## config.mk

```make
export PLATFORM = sky130hd
export DESIGN_NAME = bubble_sort_seq
export DESIGN_NICKNAME = d
export VERILOG_FILES = /design/src/rtl/bubble_sort_pkg.sv /design/src/rtl/bubble_sort_seq_cmp_swap.sv /design/src/rtl/bubble_sort_seq.sv
export SDC_FILE = /design/constraint.sdc
export NUM_CORES = 1
export LEC_CHECK = 0
export CAP_MARGIN = 10
export CORE_AREA = 5 5 91 93
export DETAILED_ROUTE_END_ITERATION = 16
export DIE_AREA = 0 0 96 98
export PLACE_DENSITY = 0.68
export SYNTH_ARGS = -nofsm -noshare
export SYNTH_HDL_FRONTEND = slang
export SYNTH_SLANG_ARGS = --single-unit
export TNS_END_PERCENT = 1
```

## constraint.sdc

```tcl
create_clock -name clk -period 2.4 [get_ports clk]
set_clock_uncertainty 0.1 [all_clocks]
set_input_delay 0.6 -clock clk [delete_from_list [all_inputs] [get_ports clk]]
set_output_delay 0.6 -clock clk [all_outputs]
set_load 0.01 [all_outputs]
```

## src/rtl/bubble_sort_pkg.sv

```systemverilog
// Shared types for the sequential odd-even transposition sorter.
// Optional tag tracking is enabled by BUBBLE_SORT_SEQ_IDX_EN.
package bubble_sort_pkg;

  typedef enum logic [1:0] {
    IDLE,
    SORT,
    DONE
  } sort_state_e;

  // $clog2(1) is 0, so keep at least one bit.
  function automatic int IDX_W(input int n);
    return (n <= 2) ? 1 : $clog2(n);
  endfunction

endpackage

```

## src/rtl/bubble_sort_seq_cmp_swap.sv

```systemverilog
// One compare-exchange cell: lo/hi are the lower/higher index slots.
// Tag pass-through exists only with BUBBLE_SORT_SEQ_IDX_EN.
module cmp_swap #(
  parameter int DATA_W = 4
`ifdef BUBBLE_SORT_SEQ_IDX_EN
  , parameter int TAG_W = 3
`endif
) (
  input  logic [DATA_W-1:0] a,
  input  logic [DATA_W-1:0] b,
  input  logic              desc,
`ifdef BUBBLE_SORT_SEQ_IDX_EN
  input  logic [TAG_W-1:0]  tag_a,
  input  logic [TAG_W-1:0]  tag_b,
  output logic [TAG_W-1:0]  tag_lo,
  output logic [TAG_W-1:0]  tag_hi,
`endif
  output logic [DATA_W-1:0] lo,
  output logic [DATA_W-1:0] hi,
  output logic              swapped
);

  // Strict compare keeps equal keys in place.
  assign swapped = desc ? (a < b) : (a > b);
  assign lo = swapped ? b : a;
  assign hi = swapped ? a : b;

`ifdef BUBBLE_SORT_SEQ_IDX_EN
  assign tag_lo = swapped ? tag_b : tag_a;
  assign tag_hi = swapped ? tag_a : tag_b;
`endif

endmodule

```

## src/rtl/bubble_sort_seq.sv

```systemverilog
// Handshaked odd-even transposition sorter, one phase per clock.
// Define BUBBLE_SORT_SEQ_IDX_EN for the idx_o original-index output.
module bubble_sort_seq
  import bubble_sort_pkg::*;
#(
  parameter int DATA_W = 4,
  parameter int DATA_N = 8
) (
  input  logic              clk,
  input  logic              rst,
  input  logic              in_valid,
  output logic              in_ready,
  input  logic              desc_in,
  input  logic [DATA_W-1:0] data_in [DATA_N],
  output logic              out_valid,
  input  logic              out_ready,
  output logic [DATA_W-1:0] data_o [DATA_N]
`ifdef BUBBLE_SORT_SEQ_IDX_EN
  , output logic [IDX_W(DATA_N)-1:0] idx_o [DATA_N]
`endif
);

  localparam int IW = IDX_W(DATA_N);
  localparam logic [IW-1:0] LAST = IW'(DATA_N - 1);

  sort_state_e state, state_n;

  logic [DATA_W-1:0] data [DATA_N];
  logic [DATA_W-1:0] nxt  [DATA_N];
  logic [DATA_W-1:0] lo   [DATA_N-1];
  logic [DATA_W-1:0] hi   [DATA_N-1];
  logic [DATA_N-2:0] sw;
  logic [IW-1:0]     p;
  logic              dir;

`ifdef BUBBLE_SORT_SEQ_IDX_EN
  logic [IW-1:0] tag     [DATA_N];
  logic [IW-1:0] tag_nxt [DATA_N];
  logic [IW-1:0] tag_lo  [DATA_N-1];
  logic [IW-1:0] tag_hi  [DATA_N-1];
`endif

  for (genvar g = 0; g < DATA_N - 1; g++) begin : g_cell
    cmp_swap #(
      .DATA_W (DATA_W)
`ifdef BUBBLE_SORT_SEQ_IDX_EN
      , .TAG_W (IW)
`endif
    ) u_cs (
      .a       (data[g]),
      .b       (data[g+1]),
      .desc    (dir),
`ifdef BUBBLE_SORT_SEQ_IDX_EN
      .tag_a   (tag[g]),
      .tag_b   (tag[g+1]),
      .tag_lo  (tag_lo[g]),
      .tag_hi  (tag_hi[g]),
`endif
      .lo      (lo[g]),
      .hi      (hi[g]),
      .swapped (sw[g])
    );
  end

  // Only pairs whose lower index parity matches p[0] are active.
  always_comb begin
    nxt = data;
`ifdef BUBBLE_SORT_SEQ_IDX_EN
    tag_nxt = tag;
`endif
    for (int i = 0; i < DATA_N - 1; i++) begin
      if ((i % 2) == int'(p[0]) && sw[i]) begin
        nxt[i]   = lo[i];
        nxt[i+1] = hi[i];
`ifdef BUBBLE_SORT_SEQ_IDX_EN
        tag_nxt[i]   = tag_lo[i];
        tag_nxt[i+1] = tag_hi[i];
`endif
      end
    end
  end

  always_comb begin
    state_n   = state;
    in_ready  = 1'b0;
    out_valid = 1'b0;
    unique case (state)
      IDLE: begin
        in_ready = 1'b1;
        if (in_valid) state_n = SORT;
      end
      SORT: begin
        if (p == LAST) state_n = DONE;
      end
      DONE: begin
        out_valid = 1'b1;
        if (out_ready) state_n = IDLE;
      end
      default: state_n = IDLE;
    endcase
  end

  always_ff @(posedge clk) begin
    if (rst) state <= IDLE;
    else     state <= state_n;
  end

  always_ff @(posedge clk) begin
    if (rst) begin
      for (int i = 0; i < DATA_N; i++) data[i] <= '0;
      dir <= 1'b0;
      p   <= '0;
    end else begin
      unique case (state)
        IDLE: begin
          if (in_valid) begin
            data <= data_in;
            dir  <= desc_in;
            p    <= '0;
          end
        end
        SORT: begin
          data <= nxt;
          p    <= p + 1'b1;
        end
        default: ;
      endcase
    end
  end

  assign data_o = data;

`ifdef BUBBLE_SORT_SEQ_IDX_EN
  always_ff @(posedge clk) begin
    if (rst) begin
      for (int i = 0; i < DATA_N; i++) tag[i] <= IW'(i);
    end else if (state == IDLE && in_valid) begin
      for (int i = 0; i < DATA_N; i++) tag[i] <= IW'(i);
    end else if (state == SORT) begin
      tag <= tag_nxt;
    end
  end

  assign idx_o = tag;
`endif

endmodule

```

=== After elaboration in Yosys (flattened, before gate mapping) ===
Index checks and enable logic that the tools add are counted.

* Equal/unequal tests: 28
* $add $sub $neg: 1
* Reductions and logical operators: 20
* $lt $le $gt $ge: 14
* Bitwise logic cells: 1
* Multiplexer cells: 38

{| class="wikitable"
|+ Operators by type and width
! kind !! count
|-
| case mux 32 bit (2 select lines) || 1
|-
| 2-to-1 mux 4 bit || 14
|-
| 2-to-1 mux 8 bit || 7
|-
| inequality test 3 x 2 -> 1 bit (second input constant) || 12
|-
| 2-to-1 mux 32 bit || 1
|-
| AND reduction 5 bit || 6
|-
| greater-than comparator 4 bit || 7
|-
| < comparator 4 bit || 7
|-
| inequality test 3 bit (second input constant) || 6
|-
| inequality test 2 bit (second input constant) || 5
|-
| 2-to-1 mux 1 bit || 9
|-
| AND reduction 4 bit || 2
|-
| logical AND 1 bit || 7
|-
| 2-to-1 mux 2 bit || 3
|-
| case mux 2 bit (3 select lines) || 1
|-
| case mux 3 bit (2 select lines) || 1
|-
| inequality test 2 x 1 -> 1 bit (second input constant) || 2
|-
| AND reduction 2 bit || 2
|-
| adder 3 x 1 -> 3 bit (second input constant) || 1
|-
| equality test 3 bit (second input constant) || 1
|-
| 2-to-1 mux 3 bit || 1
|-
| AND reduction 3 bit || 1
|-
| equality test 2 x 1 -> 1 bit (second input constant) || 1
|-
| equality test 2 bit (second input constant) || 1
|-
| 3 further kinds || 3
|}

* Bits of input ports: 37
* Logic and storage cells: 113
* Output and inout port bits: 34
* Register bits: 38

=== Depth between registers and ports, before layout ===
* Word-level depth: 11
* Mapped depth: 9
* Mapped depth without buffers: 8

=== Modules after synthesis ===
Synthesis repeated with hierarchy kept, for this count alone.

* Cells, all modules: 507
* Area total of the unflattened synthesis: 4456.8 µm²

{| class="wikitable"
|+ Modules (own cells, without submodules)
! module !! area each (µm²) !! cells an instance !! seq. area each (µm²) !! instances
|-
| bubble_sort_seq || 2089.5 || 238 || 760.7 || 1
|-
| cmp_swap (g_cell[0].u_cs ...) || 325.3 || 41 || 0.0 || 4
|-
| cmp_swap (g_cell[4].u_cs ...) || 355.3 || 35 || 0.0 || 3
|}

=== Worst setup path after synthesis ===
No wires, ideal clock.

* Path type: register to register
* Start point: reg data, in the netlist data_o[1]
* End point: reg data, in the netlist data_o[7]
* Data required time: 2.172 ns
* Setup time: 0.128 ns
* Arrival: 1.933 ns
* Path slack: 0.239 ns
* Period minus slack after synthesis: 2.161 ns
* Buffers on the path: 1
* Cell stages (with the launch flop): 10
* Path through: dfxtp_1 > inv_1 > ha_1 > nor2b_1 > o211ai_1 > a211oi_1 > o21a_1 > buf_2 > a222oi_1 > o211ai_1

* Cells in the longest elaborated chain, start to end: 5
* Elaborated cells between the ends (all ways): 10
* Classes of those cells: order compare (2); eq/ne (3); mux (3); reduce/logical (2)

{| class="wikitable"
|+ Ends and longest elaborated chain
! element !! RTL line !! RTL
|-
| start: declaration || bubble_sort_seq.sv:28 || <nowiki>logic [DATA_W-1:0] data [DATA_N];</nowiki>
|-
| start signal: assignment || bubble_sort_seq.sv:117 || <nowiki>data <= data_in;</nowiki>
|-
| start signal: assignment || bubble_sort_seq.sv:123 || <nowiki>data <= nxt;</nowiki>
|-
| greater-than comparator 4 bit / < comparator 4 bit (equally long branches) || bubble_sort_seq_cmp_swap.sv:24 || <nowiki>assign swapped = desc ? (a < b) : (a > b);</nowiki>
|-
| 2-to-1 mux 1 bit * || bubble_sort_seq_cmp_swap.sv:24 ||
|-
| logical AND 1 bit || bubble_sort_seq.sv:72 || <nowiki>if ((i % 2) == int'(p[0]) && sw[i]) begin</nowiki>
|-
| inequality test 3 x 2 -> 1 bit (no line), or another cell as far along || - ||
|-
| AND reduction 5 bit (no line) / case mux 32 bit (2 select lines) (equally long branches) || - ||
|}

Every way passes the cells marked *; elsewhere a longest branch is shown, timed or not. The select of a mux whose other input is x is not followed.
A chain may end at the register's enable or synchronous reset.

=== Worst setup path in the final report ===
* Start point: reg data, in the netlist data_o[7]
* End point: reg data, in the netlist data_o[5]

* Cells in the longest elaborated chain, start to end: 5
* Elaborated cells between the ends (all ways): 14
* Classes of those cells: order compare (4); eq/ne (3); mux (4); reduce/logical (3)

{| class="wikitable"
|+ Ends and longest elaborated chain
! element !! RTL line
|-
| greater-than comparator 4 bit / < comparator 4 bit (equally long branches) || bubble_sort_seq_cmp_swap.sv:24
|-
| 2-to-1 mux 1 bit || bubble_sort_seq_cmp_swap.sv:24
|-
| logical AND 1 bit || bubble_sort_seq.sv:72
|-
| inequality test 3 x 2 -> 1 bit (no line), or another cell as far along || -
|-
| AND reduction 5 bit (no line) / case mux 32 bit (2 select lines) (equally long branches) || -
|}

Parallel ways exist; a longest one is shown, timed or not. The select of a mux whose other input is x is not followed.

==> metrics <==
Non-Filler Instances 558; Comb pwr share 0.492; CP Data Required Time about 2.5 ns; final-layout fill cell count approximately 710; Multi-input gate area approximately 2000 um2; Synth area leaders dfxtp_1 (26%), ha_1 (13%), a21oi_1 (4.4%); share of power burned in registers 0.301; port bufs 70; synthesized flop and latch total 38; routed len/inst about 18 um; outcome complete, no violations; syn avg cell area 8.23 um2; vias in the first global route about 3200; Critical Setup Path Class reg2reg; Reg clk slew, reported paths about 0.080 ns; Int Pwr approximately 1700 uW; Die Span Y just under 100 um; post-route ant nets 0; Core Area between 7000 and 8000 um2; Net Count, Synth between 400 and 500; HP Class reg2reg; Worst-Margin Slew between 0.6 and 0.7 ns; r2r startpoint data_o[7]; Via density 5.92; cells after synthesis 362; DRT Pass-1 Iters 6; Mapped Area 2980 um2; Final period util 0.951; Starting DRT DRC Count between 200 and 250; # placed instances between 500 and 600; Crit. Startpoint data_o[7]; CTS sink cnt 38; initial antenna violation count 0; Final #Nets between 500 and 600; DR vias 3302; Pwr Total ~2700 uW; width of the die roughly 96 um; Hold Vio Cnt, Final 0; PD cells around 650 nW/um2; Sw Ratio 0.386; Global Route met1 Usage 0.273; CTS Buf Count 5; cell taking the most area after synthesis dfxtp_1; number of max-cap violations 0; global-route wire length before repair 15800 um; Antenna Cells 0; data arrival time of the worst path 2.39 ns; share of total power in the clock network 0.207; setup violators final 0; FF-to-FF End data_o[5]; largest net degree at the start of global routing 29; I/O pin cnt between 70 and 80; Die ar. 9410 um2; Root Buffer clkbuf_8; clock latency on the worst-skew pair 0.29 ns; grt met2 use 0.343; Starting Density 0.400; RSZ-0062 raised after global routing true; sw power 1040 uW; routability cong. between 0.9 and 1; GRT Util Overall 0.208; CTS tree built; layer with the highest usage met2; post-synth cell types 54; register area 766 um2; Pins Over Slew Limit 0; CTS H-tree depth 2; ratio of cells with drive above 1 in the final layout 0.151; Synth top area share 0.255; Post-synth EDFFs 0; grt ovf 0; worst r2r path cells 7; Synth warnings 0; Post-route DRC 0; fin crit period 2.28 ns; Setup crit end data_o[5]; sequential share of the synthesized area 0.255; HPWL Detailed 7680 um; dominant synthesized flop cell dfxtp_1; P_leak 0.00161 uW; overall routed net length around 10000 um; Async SR Flop Fraction 0; crit-path max FO 6; R2R setup slack 0.12 ns; CP endpoint kind flip-flop; row count 32; met3 Track Usage GR 0.0362; critical path startpoint category flip-flop; relative slew slack 0.570; area delta synth->final 39.3%; fmax around 440 MHz; Max clock buf depth 2; largest vdd supply drop about 0.00032 V
-- power by group through the flow --
stage | logic, uW | registers, uW | clock network (uW)
finish | 1330 | 815 | 560
global placement | 1250 | 824 | 0
detailed placement | 1280 | 826 | 0
CTS | 1290 | 812 | 571
floorplan | 742 | 842 | 0
global route | 1450 | 826 | 599
-- cell usage in the layout (no fill, tap or decap), types with 11 or more instances in the layout --
| cell | count |
|---|---|
| inv_1 | 29 |
| buf_4 | 35 |
| nand2_1 | 26 |
| a21oi_1 | 24 |
| o32ai_1 | 13 |
| o211ai_1 | 13 |
| nor2_1 | 23 |
| ha_1 | 30 |
| dfxtp_1 | 34 |
| nand3_1 | 11 |
| clkdlybuf4s50_1 | 70 |
-- Yosys cell counts (all sizes together), types with 2 or more instances --
cell / instances
o21bai: 4
o22ai: 6
nor3: 4
dfxtp: 38
nor2b: 11
a211oi: 2
o31ai: 2
inv: 29
mux2i: 10
a211o: 3
nand3: 13
o211ai: 15
clkbuf: 13
nor2: 23
nand2: 26
a221o: 4
and2: 4
a22oi: 4
and3: 3
o32ai: 13
nor3b: 2
ha: 30
buf: 7
nand2b: 10
a21o: 6
o21ai: 10
a21oi: 27
nand4: 9
o21a: 2
a311oi: 4
a221oi: 8
a222oi: 8
a2111oi: 2
o31a: 2
-- stage by stage --
| stage | hold WS [ns] | area, um2 | setup TNS [ns] | utilization | setup slack (ns) |
|---|---|---|---|---|---|
| after floorplan | 0.381 | 2980 | 0 | - | 0.239 |
| after global placement | 0.394 | 3990 | -0.0356 | 0.536 | -0.0356 |
| after detailed placement | 0.411 | 3990 | 0 | 0.536 | 0.0216 |
| after CTS | 0.431 | 4110 | 0 | 0.552 | 0.0321 |
| after global routing | 0.451 | 4150 | -0.0319 | 0.557 | -0.0167 |
| final | 0.428 | 4150 | 0 | 0.557 | 0.117 |
-- flip-flops by register name, summed over array words and instances, names as in the netlist --
signal	cells
dir	1
p	3
state	2
data_o	32
-- layout make-up --
class,count,share of cell area
Clock buffer,5,0.0166
Clock inverter,3,0.0109
Inverter,29,0.0262
Multi-Input combinational cell,275,0.494
Sequential cell,38,0.185
Tap cell,102,0.0308
Timing Repair Buffer,106,0.237
-- timing repair --
action / 4_1_cts / 5_1_grt
setup buffers: 0 / 0
setup endpoints to repair: 2 / 19
hold buffers: 0 / 0
gates resized for setup: 2 / 13
pin swaps: 0 / 2
-- how the worst min path moves through the flow --
stage	cells past startpoint	to	slack [ns]	start
after global routing	2	data_o[18]	0.45	data_o[18]
after detailed placement	2	p[1]	0.41	p[1]
after floorplan	2	p[1]	0.38	p[1]
final	2	data_o[18]	0.43	data_o[18]
after CTS	2	p[1]	0.43	p[1]
after global placement	2	p[1]	0.39	p[1]
-- critical path: stages (launching register included) --
cell      delay, ns
dfxtp_1        0.45
inv_1          0.10
ha_1           0.34
a21oi_1        0.25
nand3_2        0.13
and3_2         0.28
a211o_1        0.33
o211ai_1       0.20
-- logic make-up (layout without fill, tap and decap cells) --
kind of cell	count (synthesis)	count (layout)	synth area share
AND/OR/NAND/NOR	111	111	0.201
adder cells (fa/ha/maj)	30	30	0.126
buffers and inverters	49	143	0.0714
AO/OA/AOI/OAI	123	123	0.308
flip-flops	38	38	0.255
multiplexers	11	11	0.0386
-- routing by layer --
layer,vias to the layer above,part of all wire
li1,1570,-
met1,1564,0.43
met2,153,0.48
met3,15,0.070
met4,0,0.017
met5,-,0
No activity file was read; power rests on OpenSTA's default activity.
